**src/rtl/axi_wr_guard_arbiter.sv**
```systemverilog
// Two-master AXI4 write arbiter with WLAST regeneration, oversize rejection, stall padding and violation tracking.
// Define AXI_GUARD_QUARANTINE_EN to quarantine masters that hit ERR_LIMIT violations.

module axi_wr_guard_tracker #(
  parameter int ERR_LIMIT    = 4,
  parameter int BLOCK_CYCLES = 4096
) (
  input  logic       gclk,
  input  logic       grst_n,
  input  logic       viol_i,
  output logic [3:0] cnt_o,
  output logic       blocked_o
);
  logic [3:0] cnt_q, cnt_d;

  always_comb begin
    cnt_d = cnt_q;
    if (viol_i && cnt_q != 4'd15) cnt_d = cnt_q + 4'd1;
  end

  assign cnt_o = cnt_q;

`ifdef AXI_GUARD_QUARANTINE_EN
  logic [15:0] blk_q;
  logic        blocked_q;

  always_ff @(posedge gclk or negedge grst_n) begin
    if (!grst_n) begin
      cnt_q     <= '0;
      blk_q     <= '0;
      blocked_q <= 1'b0;
    end else if (viol_i && cnt_d == ERR_LIMIT[3:0]) begin
      cnt_q     <= '0;
      blk_q     <= BLOCK_CYCLES[15:0];
      blocked_q <= 1'b1;
    end else begin
      cnt_q <= cnt_d;
      if (blocked_q) begin
        blk_q <= blk_q - 16'd1;
        if (blk_q == 16'd1) blocked_q <= 1'b0;
      end
    end
  end

  assign blocked_o = blocked_q;
`else
  logic unused_cfg;

  always_ff @(posedge gclk or negedge grst_n) begin
    if (!grst_n) cnt_q <= '0;
    else         cnt_q <= cnt_d;
  end

  assign unused_cfg = ^{ERR_LIMIT, BLOCK_CYCLES};
  assign blocked_o  = 1'b0;
`endif
endmodule

module axi_wr_guard_arbiter #(
  parameter int ADDR_W       = 32,
  parameter int DATA_W       = 32,
  parameter int ID_W         = 4,
  parameter int MAX_LEN      = 15,
  parameter int STALL_LIMIT  = 64,
  parameter int ERR_LIMIT    = 4,
  parameter int BLOCK_CYCLES = 4096
) (
  input  logic                clk_100MHz,
  input  logic                reset_rtl_0,
  input  logic                s0_awvalid,
  output logic                s0_awready,
  input  logic [ADDR_W-1:0]   s0_awaddr,
  input  logic [ID_W-1:0]     s0_awid,
  input  logic [7:0]          s0_awlen,
  input  logic [2:0]          s0_awsize,
  input  logic [1:0]          s0_awburst,
  input  logic                s0_wvalid,
  output logic                s0_wready,
  input  logic [DATA_W-1:0]   s0_wdata,
  input  logic [DATA_W/8-1:0] s0_wstrb,
  input  logic                s0_wlast,
  output logic                s0_bvalid,
  input  logic                s0_bready,
  output logic [1:0]          s0_bresp,
  output logic [ID_W-1:0]     s0_bid,
  input  logic                s1_awvalid,
  output logic                s1_awready,
  input  logic [ADDR_W-1:0]   s1_awaddr,
  input  logic [ID_W-1:0]     s1_awid,
  input  logic [7:0]          s1_awlen,
  input  logic [2:0]          s1_awsize,
  input  logic [1:0]          s1_awburst,
  input  logic                s1_wvalid,
  output logic                s1_wready,
  input  logic [DATA_W-1:0]   s1_wdata,
  input  logic [DATA_W/8-1:0] s1_wstrb,
  input  logic                s1_wlast,
  output logic                s1_bvalid,
  input  logic                s1_bready,
  output logic [1:0]          s1_bresp,
  output logic [ID_W-1:0]     s1_bid,
  output logic                m_awvalid,
  input  logic                m_awready,
  output logic [ADDR_W-1:0]   m_awaddr,
  output logic [ID_W-1:0]     m_awid,
  output logic [7:0]          m_awlen,
  output logic [2:0]          m_awsize,
  output logic [1:0]          m_awburst,
  output logic                m_wvalid,
  input  logic                m_wready,
  output logic [DATA_W-1:0]   m_wdata,
  output logic [DATA_W/8-1:0] m_wstrb,
  output logic                m_wlast,
  input  logic                m_bvalid,
  output logic                m_bready,
  input  logic [1:0]          m_bresp,
  input  logic [ID_W-1:0]     m_bid,
  output logic [3:0]          viol_cnt0,
  output logic [3:0]          viol_cnt1,
  output logic [1:0]          blocked,
  output logic                viol_irq
);
  typedef enum logic [2:0] {IDLE, ADDR, DATA, PAD, RESP, SINK, ERRB} state_e;

  typedef struct packed {
    logic [ADDR_W-1:0] addr;
    logic [ID_W-1:0]   id;
    logic [7:0]        len;
    logic [2:0]        size;
    logic [1:0]        burst;
  } aw_t;

  typedef struct packed {
    logic                valid;
    logic [DATA_W-1:0]   data;
    logic [DATA_W/8-1:0] strb;
    logic                last;
  } w_t;

  state_e          state_q, state_d;
  logic            owner_q, owner_d, rr_q, rr_d, err_q, err_d, sink_aw_q, sink_aw_d;
  logic [7:0]      len_q, len_d, beat_q, beat_d;
  logic [15:0]     stall_q, stall_d;
  logic [ID_W-1:0] id_q, id_d;
  logic            irq_q, viol, viol_m;
  logic [1:0]      elig, viol_vec;
  logic [1:0][3:0] cnt_vec;
  logic            own_awready, own_wready, own_bvalid, own_bready;
  logic [1:0]      own_bresp;
  aw_t  [1:0]      s_aw;
  w_t   [1:0]      s_w;
  aw_t             aw_own;
  w_t              w_own;
  logic            unused_bid;

  assign s_aw[0] = {s0_awaddr, s0_awid, s0_awlen, s0_awsize, s0_awburst};
  assign s_aw[1] = {s1_awaddr, s1_awid, s1_awlen, s1_awsize, s1_awburst};
  assign s_w[0]  = {s0_wvalid, s0_wdata, s0_wstrb, s0_wlast};
  assign s_w[1]  = {s1_wvalid, s1_wdata, s1_wstrb, s1_wlast};
  assign aw_own  = s_aw[owner_q];
  assign w_own   = s_w[owner_q];
  assign own_bready = owner_q ? s1_bready : s0_bready;
  assign elig    = {s1_awvalid & ~blocked[1], s0_awvalid & ~blocked[0]};

  assign {m_awaddr, m_awid, m_awlen, m_awsize, m_awburst} = aw_own;

  always_comb begin
    state_d     = state_q;
    owner_d     = owner_q;
    rr_d        = rr_q;
    err_d       = err_q;
    sink_aw_d   = sink_aw_q;
    len_d       = len_q;
    beat_d      = beat_q;
    stall_d     = stall_q;
    id_d        = id_q;
    viol        = 1'b0;
    m_awvalid   = 1'b0;
    m_wvalid    = 1'b0;
    m_wdata     = w_own.data;
    m_wstrb     = w_own.strb;
    m_wlast     = 1'b0;
    m_bready    = 1'b0;
    own_awready = 1'b0;
    own_wready  = 1'b0;
    own_bvalid  = 1'b0;
    own_bresp   = m_bresp;
    unique case (state_q)
      IDLE: begin
        if (|elig) begin
          owner_d   = (&elig) ? rr_q : elig[1];
          len_d     = s_aw[owner_d].len;
          id_d      = s_aw[owner_d].id;
          beat_d    = '0;
          stall_d   = '0;
          sink_aw_d = 1'b0;
          err_d     = 1'b0;
          if (int'(len_d) > MAX_LEN) begin
            viol    = 1'b1;
            err_d   = 1'b1;
            state_d = SINK;
          end else begin
            state_d = ADDR;
          end
        end
      end
      ADDR: begin
        m_awvalid   = 1'b1;
        own_awready = m_awready;
        if (m_awready) state_d = DATA;
      end
      DATA: begin
        m_wvalid   = w_own.valid;
        own_wready = m_wready;
        m_wlast    = (beat_q == len_q);
        if (w_own.valid) begin
          if (m_wready) begin
            stall_d = '0;
            beat_d  = beat_q + 8'd1;
            // downstream WLAST is always ours; a disagreeing master still completes the burst
            if (w_own.last != m_wlast && !err_q) begin
              viol  = 1'b1;
              err_d = 1'b1;
            end
            if (m_wlast) state_d = RESP;
          end
        end else if (stall_q == 16'(STALL_LIMIT - 1)) begin
          viol    = !err_q;
          err_d   = 1'b1;
          state_d = PAD;
        end else begin
          stall_d = stall_q + 16'd1;
        end
      end
      PAD: begin
        m_wvalid = 1'b1;
        m_wdata  = '0;
        m_wstrb  = '0;
        m_wlast  = (beat_q == len_q);
        if (m_wready) begin
          beat_d = beat_q + 8'd1;
          if (m_wlast) state_d = RESP;
        end
      end
      RESP: begin
        m_bready   = own_bready;
        own_bvalid = m_bvalid;
        own_bresp  = err_q ? 2'b10 : m_bresp;
        if (m_bvalid && own_bready) begin
          state_d = IDLE;
          rr_d    = ~owner_q;
        end
      end
      SINK: begin
        if (!sink_aw_q) begin
          own_awready = 1'b1;
          sink_aw_d   = 1'b1;
        end else begin
          own_wready = 1'b1;
          if (w_own.valid) begin
            stall_d = '0;
            beat_d  = beat_q + 8'd1;
            if (beat_q == len_q) state_d = ERRB;
          end else if (stall_q == 16'(STALL_LIMIT - 1)) begin
            state_d = ERRB;
          end else begin
            stall_d = stall_q + 16'd1;
          end
        end
      end
      ERRB: begin
        own_bvalid = 1'b1;
        own_bresp  = 2'b10;
        if (own_bready) begin
          state_d = IDLE;
          rr_d    = ~owner_q;
        end
      end
      default: state_d = IDLE;
    endcase
  end

  always_ff @(posedge clk_100MHz or negedge reset_rtl_0) begin
    if (!reset_rtl_0) begin
      state_q   <= IDLE;
      owner_q   <= 1'b0;
      rr_q      <= 1'b0;
      err_q     <= 1'b0;
      sink_aw_q <= 1'b0;
      len_q     <= '0;
      beat_q    <= '0;
      stall_q   <= '0;
      id_q      <= '0;
      irq_q     <= 1'b0;
    end else begin
      state_q   <= state_d;
      owner_q   <= owner_d;
      rr_q      <= rr_d;
      err_q     <= err_d;
      sink_aw_q <= sink_aw_d;
      len_q     <= len_d;
      beat_q    <= beat_d;
      stall_q   <= stall_d;
      id_q      <= id_d;
      irq_q     <= viol;
    end
  end

  // in IDLE the offender is the master being granted this cycle
  assign viol_m   = (state_q == IDLE) ? owner_d : owner_q;
  assign viol_vec = viol ? (viol_m ? 2'b10 : 2'b01) : 2'b00;

  axi_wr_guard_tracker #(.ERR_LIMIT(ERR_LIMIT), .BLOCK_CYCLES(BLOCK_CYCLES)) u_trk [1:0] (
    .gclk      (clk_100MHz),
    .grst_n    (reset_rtl_0),
    .viol_i    (viol_vec),
    .cnt_o     (cnt_vec),
    .blocked_o (blocked)
  );

  assign viol_cnt0  = cnt_vec[0];
  assign viol_cnt1  = cnt_vec[1];
  assign viol_irq   = irq_q;

  assign s0_awready = own_awready & ~owner_q;
  assign s1_awready = own_awready &  owner_q;
  assign s0_wready  = own_wready  & ~owner_q;
  assign s1_wready  = own_wready  &  owner_q;
  assign s0_bvalid  = own_bvalid  & ~owner_q;
  assign s1_bvalid  = own_bvalid  &  owner_q;
  assign s0_bresp   = own_bresp;
  assign s1_bresp   = own_bresp;
  assign s0_bid     = id_q;
  assign s1_bid     = id_q;
  assign unused_bid = ^m_bid;
endmodule

```
**config.mk**
```make
export PLATFORM = sky130hd
export DESIGN_NAME = axi_wr_guard_arbiter
export DESIGN_NICKNAME = d
export VERILOG_FILES = /design/src/rtl/axi_wr_guard_arbiter.sv
export SDC_FILE = /design/constraint.sdc
export NUM_CORES = 1
export LEC_CHECK = 0
export ABC_AREA = 1
export CORE_MARGIN = 3
export CORE_UTILIZATION = 34
export DETAILED_ROUTE_END_ITERATION = 8
export PLACE_DENSITY = 0.9
export SYNTH_ARGS = -nofsm -noshare
export SYNTH_HDL_FRONTEND = slang
export SYNTH_SLANG_ARGS = --single-unit
export TNS_END_PERCENT = 20
```
**constraint.sdc**
```tcl
create_clock -name clk_100MHz -period 1.6 [get_ports clk_100MHz]
set_input_delay 0.24 -clock clk_100MHz [delete_from_list [all_inputs] [get_ports clk_100MHz]]
set_output_delay 0.24 -clock clk_100MHz [all_outputs]
set_load 0.02 [all_outputs]
```
# Word-level counts from Yosys, hierarchy flattened
# Index checks and enable logic that the tools add are counted.
# W data, S select, Z words.
# classes
add_sub_neg	4
order_cmp	3
eq_ne	23
mux	71
bitwise_logic	7
reduce_logical	21
# ops
operator	count
$mux W49	2
$mux W16	6
$mux W38	2
$pmux W16 S3	1
$mux W8	5
$mux W3	13
$mux W17	2
$mux W32	1
$pmux W8 S4	1
$mux W1	24
$pmux W3 S7	1
$add A16 B1 Y16 const B	1
$eq A16 B6 Y1 const B	1
$pmux W1 S2	8
$ne A3 B3 Y1 const B	5
$ne A2 B2 Y1 const B	7
$reduce_and A5 Y1	2
$eq A3 B3 Y1 const B	3
$add A4 B1 Y4 const B	2
$add A8 B1 Y8 const B	1
$eq A8 B8 Y1	1
$gt A8 B4 Y1 const B	1
$ne A4 B4 Y1 const B	2
$reduce_and A8 Y1	1
19 further kinds	36
# word_totals
reg_bits	52
inputBits	189
output_inout_bits	118
wordCells	141

# Logic depth before layout (Yosys ltp)
# Gate-level depths: netlist (run 1).
# depth
depth_word	10
ltp_mapped	14
mapped_depth_nobuf	13

# Modules after synthesis
# Synthesis (run 1) repeated with hierarchy kept, for this count alone.
# unflattened
cells_unflattened	839
area_unflattened_um2	4752.1
# by_module_without_submodules
mod	instances	cells_each	area_each_um2	seq_area_each_um2
axi_wr_guard_arbiter	1	787	4319.1	1101.1
axi_wr_guard_tracker at u_trk[0]	1	26	220.2	100.1
axi_wr_guard_tracker at u_trk[1]	1	26	212.7	100.1

# Worst setup path before layout (run 1)
# Ideal clock, no wire load.
# synth_path
path_type	register -> output
startpoint	register owner_q
endpoint	output m_bready
arrival_time_ns	1.707
t_required_ns	1.360
setup_slack_ns	-0.347
stages_incl_launch_ff	5
n_path_buf	1
path_cell_list	dfrtp_1 > buf_6 > inv_2 > nand2_1 > a2111oi_0
# synth_via
elab_chain_cells	2
# synth_lines
item	line_no	rtl
start: declaration	141	logic owner_q, owner_d, rr_q, rr_d, err_q, err_d, sink_aw_q, sink_aw_d;
start signal: assignment	297	owner_q <= owner_d;
$mux W1	162	assign own_bready = owner_q ? s1_bready : s0_bready;
$mux W1	188	unique case (state_q)
end: declaration	115	output logic m_bready,
# Every way passes these cells.

# Worst setup path in the final report (run 1)
# layout_path
startpoint	register owner_q
endpoint	register u_trk[0].cnt_q[2]
# layout_via
elab_chain_cells	10
word_cells_on_any_way	14
classes_between	eq/ne: 1; mux: 11; reduce/logical: 2
# layout_lines
item	line_no	rtl
$mux W38 (not written as such) (2 in a row)	161	assign w_own = s_w[owner_q];
$ne A1 B1 Y1	221	if (w_own.last != m_wlast && !err_q) begin
$logic_and A1 B1 Y1	221	
$mux W1	221	
$mux W1	217	if (m_wready) begin
$mux W1	216	if (w_own.valid) begin
$pmux W1 S2	188	
$mux W2 *	311	assign viol_vec = viol ? (viol_m ? 2'b10 : 2'b01) : 2'b00;
$logic_and A1 B1 Y1 *	18	if (viol_i && cnt_q != 4'd15) cnt_d = cnt_q + 4'd1;
end signal: assignment	51	else cnt_q <= cnt_d;
end: declaration	14	logic [3:0] cnt_q, cnt_d;
# Mark *: on every way between the ends. The rest lies on a longest branch, timed or not. The select of a mux whose other input is x is not followed.
# A chain may end at the register's enable or synchronous reset.

==> out/metrics.yaml, run 1 <==
detailed_routing:
  routed_wl_um: 26500
  route.detailed.drc: 0
  drt-initial-drc-count: 574
  num_vias: 7295
  avgViaCountPerCell: 5.11
  post_drt_wl_per_cell_um: 18.6
  drtPass1Iterations: 5
  ant_nets: 0
yosys:
  synth_area_per_cell_um2: 5.80
  synth_most_common_cell: "nand2_1"
  ys_top_cells_by_area: "nand2_1, dfrtp_1, inv_1"
  synth_edf_count: 0
  yosysSeqAreaShare_pct: 27.6
  synth-main-ff-cell: "dfrtp_1"
  synth_seq_cells: 52
  ys_async_sr_fraction_pct: 100
  ys_warn_count: 0
  synthCells: 812
  synth_top_cell_by_area: "nand2_1"
  synth_top_area_share_pct: 30.0
  synth.distinct_cells: 45
  synth_common_cells: "nand2_1, inv_1, nor2_1, dfrtp_1, o21ai_0"
  synth_area_um2: 4710
pwr:
  internal-power_mw: 8.14
  max-vdd-ir-drop_uv: 873
  p_leak_nw: 5.06
  pwr-share-seq_pct: 13.0
  power_frac_comb_pct: 80.1
  swShare_pct: 50.0
  powerDensity_nw_per_um2: 1640
  p_clk_share_pct: 6.8
  power_switching_mw: 8.12
job:
  maxCapViolations: 0
grt:
  overflow: 0
  track_usage_pct: 29.5
  grt_pass1_wl_um: 34200
  antenna_found_initial: 22
  grt_max_degree: 53
  first_global_vias: 6428
placed_design:
  hpwl_um: 19000
  gp_congestion: 1.06
  placedCellCount: 1364
  portBuffers: 300
  placed_cell_area_um2: 8750
sta:
  timing_hold_violations_final: 0
  finalMaxSlewViolations: 0
  max_freq_mhz: 511
  tightest_slew_ps: 512
  clock_skew_ps: 8.21
  setup_viol: 144
  rsz0062_at_grt: "yes"
  post-route-period-util_pct: 122
  max_slew_margin_pct: 65.8
  fin_ws_ps: -355
  period_needed_ps: 1960
die:
  die_w_um: 124
  initial_core_util_pct: 35.1
  die_h_um: 124
  coreArea_um2: 13400
  io_pins: 307
  std_cell_rows: 42
  dieArea_um2: 15300
worst_setup_path:
  crit_fanout: 5
  r2r_slack_ps: -360
  arrival_ps: 2140
  critPathKind: "reg -> reg"
  reg2reg_depth: 14
  end_kind: "flop"
  cp.required_ps: 1790
  crit_path_start_kind: "flop"
  rr_endpoint: "u_trk[0].cnt_o[2]"
  timing.rr.start: "owner_q"
clocking:
  clockRootBuffer: "clkbuf_16"
  cts-buffers-inserted: 5
  cts_max_level: 2
  cts.sinks: 52
  clkTransAtPathRegs_ps: 80
  insertion_delay_ps: 300
  cts_tree: "built"
  cts.path.max_buffers: 2
cells_and_area:
  final_core_util_pct: 74.2
  syn2layout_area_growth_pct: 111
  instances_no_fill: 1427
  final_layout_size_suffix_gt1_share_pct: 33.1
  nets: 1420
  seqCellArea_um2: 1310
  fill_cells: 964
  final_cell_area_um2: 9940
  multi_input_area_um2: 3470
run_status:
  status: "finished, violations left"
  violations: "negative setup slack"
worst_hold_path:
  worst_hold_path_type: "in -> async"
-- worst max-delay path: stages, from the launching register on --
cell and delay (ps):
dfrtp_4 510, inv_6 70, buf_6 140, or2_4 240, o21ai_4 60, inv_1 80
nand3_1 80, nand2_1 70, nand2_2 100, nand3_4 90, nand2_4 100, buf_12 120
nand3_4 80, nand2_2 80, nand2_2 40
-- power groups by stage --
stage	clock network, mW	logic (mW)	registers, mW
final	1.11	13.0	2.12
after global routing	1.16	13.9	2.16
after CTS	1.09	11.1	2.06
after detailed placement	0	10.3	2.05
after global placement	0	10.2	2.04
after floorplan	0	5.29	2.12
-- metal layers --
metal	vias to the layer above	global-route usage [%]	share of wire [%]
met1	3328	30.0	31
met2	463	53.5	52
li1	3375	-	-
met4	0	23.0	8.4
met3	129	4.50	8.1
met5	-	0	0
-- how the worst max path moves through the flow --
| stage | startpoint | to | depth (start not counted) |
|---|---|---|---|
| after floorplan | owner_q | m_wdata[10] | 8 |
| after CTS | owner_q | m_bready | 5 |
| final | owner_q | u_trk[0].cnt_o[2] | 14 |
| after detailed placement | s0_awvalid | u_trk[0].cnt_o[2] | 14 |
| after global placement | s0_awvalid | u_trk[0].cnt_o[1] | 14 |
| after global routing | owner_q | u_trk[0].cnt_o[2] | 14 |
-- cell usage in the layout, fill, tap and decap left out, drive strengths merged, types with 8 or more instances in the layout --
| cell type | netlist | final |
|---|---|---|
| nand2 | 385 | 388 |
| buf | 18 | 223 |
| clkdlybuf4s50 | 0 | 192 |
| inv | 94 | 96 |
| nor2 | 65 | 65 |
| o21ai | 62 | 62 |
| dfrtp | 52 | 52 |
| nand3 | 29 | 29 |
| diode | 0 | 23 |
| a21oi | 20 | 20 |
| nand4 | 15 | 15 |
| clkdlybuf4s15 | 0 | 14 |
| nor3 | 13 | 13 |
| xor2 | 8 | 8 |
-- stage by stage --
stage	TNS (ps)	setup slack, ps	total power, mW	hold slack (ps)
floorplan	-1520	-45.7	7.41	-55.6
global placement	-39280	-433	12.2	253
detailed placement	-41700	-525	12.4	259
CTS	-25530	-328	14.3	479
global route	-37470	-470	17.2	518
finish	-28500	-355	16.3	490
-- final cells by class --
cell class / instances / area share, %
Multi-Input combinational cell: 629 / 34.9
Tap cell: 176 / 2.21
Timing Repair Buffer: 442 / 43.7
Clock inverter: 3 / 0.214
Timing Repair inverter: 1 / 0.0629
Antenna cell: 23 / 0.579
Inverter: 96 / 3.93
Clock buffer: 5 / 1.26
Sequential cell: 52 / 13.2
-- what timing repair did --
action,4_1_cts,5_1_grt
pin swaps,11,30
gates cloned,5,6
gates resized for setup,519,161
hold endpoints to repair,52,0
buffers inserted,7,13
setup endpoints to repair,150,157
hold buffers,1,0
-- cell families after synthesis --
| family | count (synthesis) | share of synthesized area (%) |
|---|---|---|
| compound gates | 94 | 11.5 |
| xor+xnor | 13 | 2.42 |
| fa+ha+maj | 4 | 1.06 |
| buf+inv | 135 | 12.2 |
| flops | 52 | 27.6 |
| mux | 1 | 0.239 |
| other cells | 1 | 0.0797 |
| simple gates | 512 | 44.8 |
-- sequential cells by signal (all words and copies together) (netlist names) --
name,count
beat_q,8
viol_irq,1
owner_q,1
u_trk.cnt_o,8
s0_bid,4
rr_q,1
sink_aw_q,1
len_q,8
err_q,1
state_q,3
stall_q,16
Power figures use the tool's default switching activity.
==> inputs of run 2 (changes only) <==
- CORE_AREA: unset -> 3 3 118 120
- CORE_MARGIN: 3 -> unset
- CORE_UTILIZATION: 34 -> unset
- DIE_AREA: unset -> 0 0 121 123
- DONT_BUFFER_PORTS: unset -> 1
- PLACE_DENSITY: 0.9 -> 0.63
==> run 2 against run 1 <==
The run still ends with negative setup slack left. Combinational power is 11% lower. Critical path depth is 9 lower. Sequential share of layout area is 4.2 points higher. Setup slack better by 53 ps. Flip-flop and latch count stayed put. First-iteration DRC count is 36% lower. Die area is 2.7% lower. Clock power is 27% higher. Largest power group unchanged.
==> out/metrics.yaml, run 2 (synthesis gave the netlist of run 1 again) <==
cells_and_area:
  final_cell_mix: "nand2_1, buf_4, nand2_2, dfrtp_1, nor2_1"
  final_layout_size_suffix_gt1_share_pct: 43.2
  syn2layout_area_growth_pct: 60.1
  fill_cells: 1201
  final_common_cell: "nand2_1"
  multi_input_area_um2: 3660
  largest_reg_flops: 16
  instances_no_fill: 1127
  seqCellArea_um2: 1310
  largest-register: "stall_q"
  nets: 1142
sta:
  max_freq_mhz: 526
  post-route-period-util_pct: 119
  rsz0062_at_grt: "yes"
  max_slew_margin_pct: 66.4
  tightest_slew_ps: 504
  fin_hold_ws_ps: 117
  period_needed_ps: 1900
  finalMaxSlewViolations: 0
  fin_tns_setup_ps: -24440
  timing_hold_violations_final: 0
  setup_viol: 135
  clock_skew_ps: 9.15
  fin_ws_ps: -302
placed_design:
  portBuffers: 0
  hpwl_um: 17000
  placedCellCount: 1069
  gp_congestion: 0.917
worst_setup_path:
  arrival_ps: 1660
  slowest_stage: "dfrtp_4"
  crit_fanout: 6
  critPathKind: "reg -> out"
  r2r_slack_ps: -240
  cp_slowest_stage_delay_ps: 530
  cp_cell_sequence: "inv_6 > buf_12 > nand2_8 > a2111oi_4 > buf_4"
  cp.required_ps: 1360
  crit_path_start_kind: "flop"
  cp_top_family: "flip-flops"
  end_kind: "primary output"
  worst-path-buf-inv: 3
detailed_routing:
  route.detailed.drc: 0
  avgViaCountPerCell: 5.30
  routed_wl_um: 23900
  drt-initial-drc-count: 368
  ant_nets: 0
  num_vias: 5972
  drtPass1Iterations: 5
  post_drt_wl_per_cell_um: 21.2
pwr:
  power_switching_mw: 8.10
  pwr-share-seq_pct: 14.5
  internal-power_mw: 7.13
  p_leak_nw: 3.80
  power_frac_comb_pct: 76.2
  swShare_pct: 53.2
  max-vdd-ir-drop_uv: 970
  p_clk_share_pct: 9.3
  powerDensity_nw_per_um2: 2020
clocking:
  clockRootBuffer: "clkbuf_16"
  cts_tree: "built"
  clkTransAtPathRegs_ps: 70
  cts-buffers-inserted: 5
  cts.path.max_buffers: 2
  insertion_delay_ps: 290
  cts_max_level: 2
  cts.sinks: 52
die:
  initial_core_util_pct: 36.0
  std_cell_rows: 42
  die_w_um: 121
  die_h_um: 123
  io_pins: 307
  dieArea_um2: 14900
  coreArea_um2: 13100
worst_hold_path:
  worst_hold_path_type: "in -> reg"
run_status:
  violations: "negative setup slack"
  status: "finished, violations left"
job:
  maxCapViolations: 0
grt:
  overflow: 0
  first_global_vias: 5163
  antenna_found_initial: 12
  grt_pass1_wl_um: 30600
  grt_max_degree: 53
  track_usage_pct: 27.7
## run 2: cell types whose count changed in the layout (fill, tap and decap cells not counted), sizes merged
cell / delta
clkinvlp: -1
diode: -22
clkdlybuf4s15: -14
inv: -2
bufbuf: -2
dlymetal6s2s: -7
clkdlybuf4s50: -192
bufinv: +2
dlygate4sd2: -1
clkinv: -1
clkbuf: +2
buf: -62
## run 2: per-stage QoR
step	power, mW	setup slack [ps]	utilization, %	area (um2)
2_1_floorplan	7.41	-45.7	-	4760
3_3_place_gp	9.76	-212	43.8	5730
3_5_place_dp	9.84	-246	43.8	5730
4_1_cts	13.3	-336	52.4	6850
5_1_grt	16.1	-385	57.6	7530
6_report	15.2	-302	57.6	7540
## run 2: cell type report
class	count	area share, %
Clock buffer	6	1.71
Inverter	96	5.91
Sequential cell	52	17.3
Clock inverter	2	0.797
Tap cell	176	2.92
Multi-Input combinational cell	629	48.5
Antenna cell	1	0.0332
Timing Repair Buffer	165	22.8
## run 2: routing by layer
metal | part of all wire, % | vias up | track usage [%]
met4 | 1.8 | 22 | 4.82
met3 | 15 | 60 | 19.7
met2 | 46 | 332 | 42.1
met5 | 0.56 | - | 0
li1 | - | 2805 | -
met1 | 37 | 2753 | 32.3
## run 2: repair_timing
action                                 in CTS  in global routing
pin swaps                                   9                 37
endpoints found under the hold margin      52                  0
setup endpoints to repair                 138                148
buffers inserted                           15                 20
resized for setup                         214                145
hold buffers                                2                  0
cloned                                      8                  7
## run 2: power by group through the flow
stage / sequential (mW) / combinational [mW] / clock [mW]
after CTS: 2.16 / 9.76 / 1.42
after global routing: 2.25 / 12.4 / 1.48
after floorplan: 2.12 / 5.29 / 0
after global placement: 2.16 / 7.60 / 0
after detailed placement: 2.17 / 7.67 / 0
final: 2.21 / 11.6 / 1.41
## run 2: final timing paths
| path | startpoint | to | cells past startpoint |
|---|---|---|---|
| min | s0_awlen[2] | len_q[2] | 2 |
| max in group asynchronous | reset_rtl_0 | state_q[1] | 2 |
| max reg2reg | state_q[0] | beat_q[7] | 11 |
| max | owner_q | m_bready | 5 |
| min in group asynchronous | reset_rtl_0 | u_trk[1].cnt_o[0] | 2 |
| min reg2reg | rr_q | rr_q | 2 |
==> inputs of run 3 (changes only) <==
- SETUP_SLACK_MARGIN: unset -> 0.1
- SLEW_MARGIN: unset -> 5
==> run 3 against run 2 <==
The run still ends with negative setup slack left. Fmax grew 1.2%. Worst hold slack barely moved. Routed wire length fell by 3.2%. Die area stayed put. Sequential power decreased by 2%. Final cell count grew 1.4%. First-iteration DRC count up 49%. Flip-flop and latch count stayed put. Utilization barely moved. Non-clock buffer count rose by 14. Critical endpoint unchanged.
==> out/metrics.yaml, run 3 (synthesis gave the netlist of run 1 again) <==
run_status:
  status: "finished, violations left"
  violations: "negative setup slack"
sta:
  finalMaxSlewViolations: 0
  max_freq_mhz: 532
  rsz0062_at_grt: "yes"
  fin_ws_ps: -280
  timing_hold_violations_final: 0
  clock_skew_ps: 6.61
  post-route-period-util_pct: 117
  setup_viol: 135
  fin_tns_setup_ps: -22350
  period_needed_ps: 1880
detailed_routing:
  drtPass1Iterations: 5
  route.detailed.drc: 0
  avgViaCountPerCell: 5.18
  drt-initial-drc-count: 547
  post_drt_wl_per_cell_um: 20.3
  num_vias: 5925
  routed_wl_um: 23100
  ant_nets: 0
grt:
  grt_max_degree: 57
  track_usage_pct: 28.0
  overflow: 0
  grt_pass1_wl_um: 30800
  antenna_found_initial: 10
  first_global_vias: 5180
placed_design:
  portBuffers: 0
  place_ws_ps: -301
  gp_congestion: 0.924
  hpwl_um: 17500
clocking:
  clkTransAtPathRegs_ps: 70
  cts.path.max_buffers: 2
  insertion_delay_ps: 300
  cts_max_level: 2
  cts_tree: "built"
  cts-buffers-inserted: 5
  clockRootBuffer: "clkbuf_16"
  cts.sinks: 52
cells_and_area:
  fill_cells: 1195
  final_core_util_pct: 57.6
  final_common_cell: "nand2_1"
  largest_reg_flops: 16
  nets: 1156
  final_layout_size_suffix_gt1_share_pct: 43.4
  largest-register: "stall_q"
  final_cell_mix: "nand2_1, buf_4, nand2_2, dfrtp_1, nor2_1"
  syn2layout_area_growth_pct: 60.2
  multi_input_area_um2: 3590
  seqCellArea_um2: 1310
worst_setup_path:
  cp_top_family: "flip-flops"
  arrival_ps: 1640
  worst-path-buf-inv: 2
  reg2reg_depth: 11
  critPathKind: "reg -> out"
  end_kind: "primary output"
  crit_path_start_kind: "flop"
  cp_cell_sequence: "buf_6 > nand2_1 > a2111oi_4 > buf_4"
  rr_endpoint: "stall_q[1]"
  crit_fanout: 4
  critPathLaunch: "owner_q"
  slowest_stage: "dfrtp_4"
  cp_slowest_stage_delay_ps: 490
  timing.rr.start: "state_q[0]"
  cp.required_ps: 1360
  r2r_slack_ps: -240
pwr:
  powerDensity_nw_per_um2: 1950
  finalPower_mw: 14.7
  max-vdd-ir-drop_uv: 925
  p_leak_nw: 3.86
worst_hold_path:
  min_to: "s0_bid[2]"
  worst_hold_path_type: "in -> reg"
  worstHoldStart: "s1_awid[2]"
  hold_path_depth: 2
die:
  die_w_um: 121
  std_cell_rows: 42
  initial_core_util_pct: 36.0
  die_h_um: 123
  dieArea_um2: 14900
  coreArea_um2: 13100
  io_pins: 307
job:
  maxCapViolations: 0
==> run 3: metal layers <==
metal | global-route usage [%] | wire length, um | vias up
met5 | 0 | 80 | -
met1 | 36.6 | 9080 | 2736
met3 | 15.8 | 3420 | 49
met4 | 6.73 | 554 | 12
li1 | - | - | 2826
met2 | 40.0 | 10000 | 302
==> run 3: worst reg2reg max path: stages, from the launching register on <==
cell     delay [ps]
dfrtp_1         400
inv_2           130
buf_6           120
nand2_4          50
nor2_4          140
nand2_2          80
buf_6           130
o21ai_4          70
a21oi_4          80
o21ai_4         190
nor2_1          120
a22o_1          210
==> run 3: final cells by class <==
type	instances	area share (%)
clock inverters	3	0.315
diodes	3	0.0996
repair buffers	179	24.7
multi-input cells	629	47.6
well taps	176	2.92
clock buffers	5	1.66
flip-flops and latches	52	17.3
inverters	96	5.41
==> run 3: worst max path at each step <==
stage | slack, ps | cells after the start | endpoint
2_1_floorplan | -30 | 8 | stall_q[9]
3_3_place_gp | -190 | 10 | u_trk[1].cnt_o[3]
3_5_place_dp | -300 | 10 | u_trk[1].cnt_o[3]
4_1_cts | -260 | 9 | s0_awready
5_1_grt | -340 | 9 | s0_awready
6_report | -280 | 4 | m_bready
==> run 3: repair_timing <==
item,CTS,global route
gates cloned,4,10
buffers inserted,29,14
pin swaps,21,41
endpoints found under the hold margin,52,52
endpoints found under the setup margin,149,151
gates resized for setup,189,132
==> run 3: power by group <==
group,switching (mW),internal [mW]
Sequential,0.469,1.69
Clock,0.526,0.584
Combinational,6.92,4.53
==> run 3: per-stage QoR <==
stage / hold slack [ps] / instance area (um2) / cells
finish: 117 / 7540 / 1143
global route: 115 / 7540 / 1143
CTS: -377 / 6800 / 1115
detailed placement: -53.1 / 5770 / 1075
global placement: -53.3 / 5770 / 1075
floorplan: -55.6 / 4780 / 813
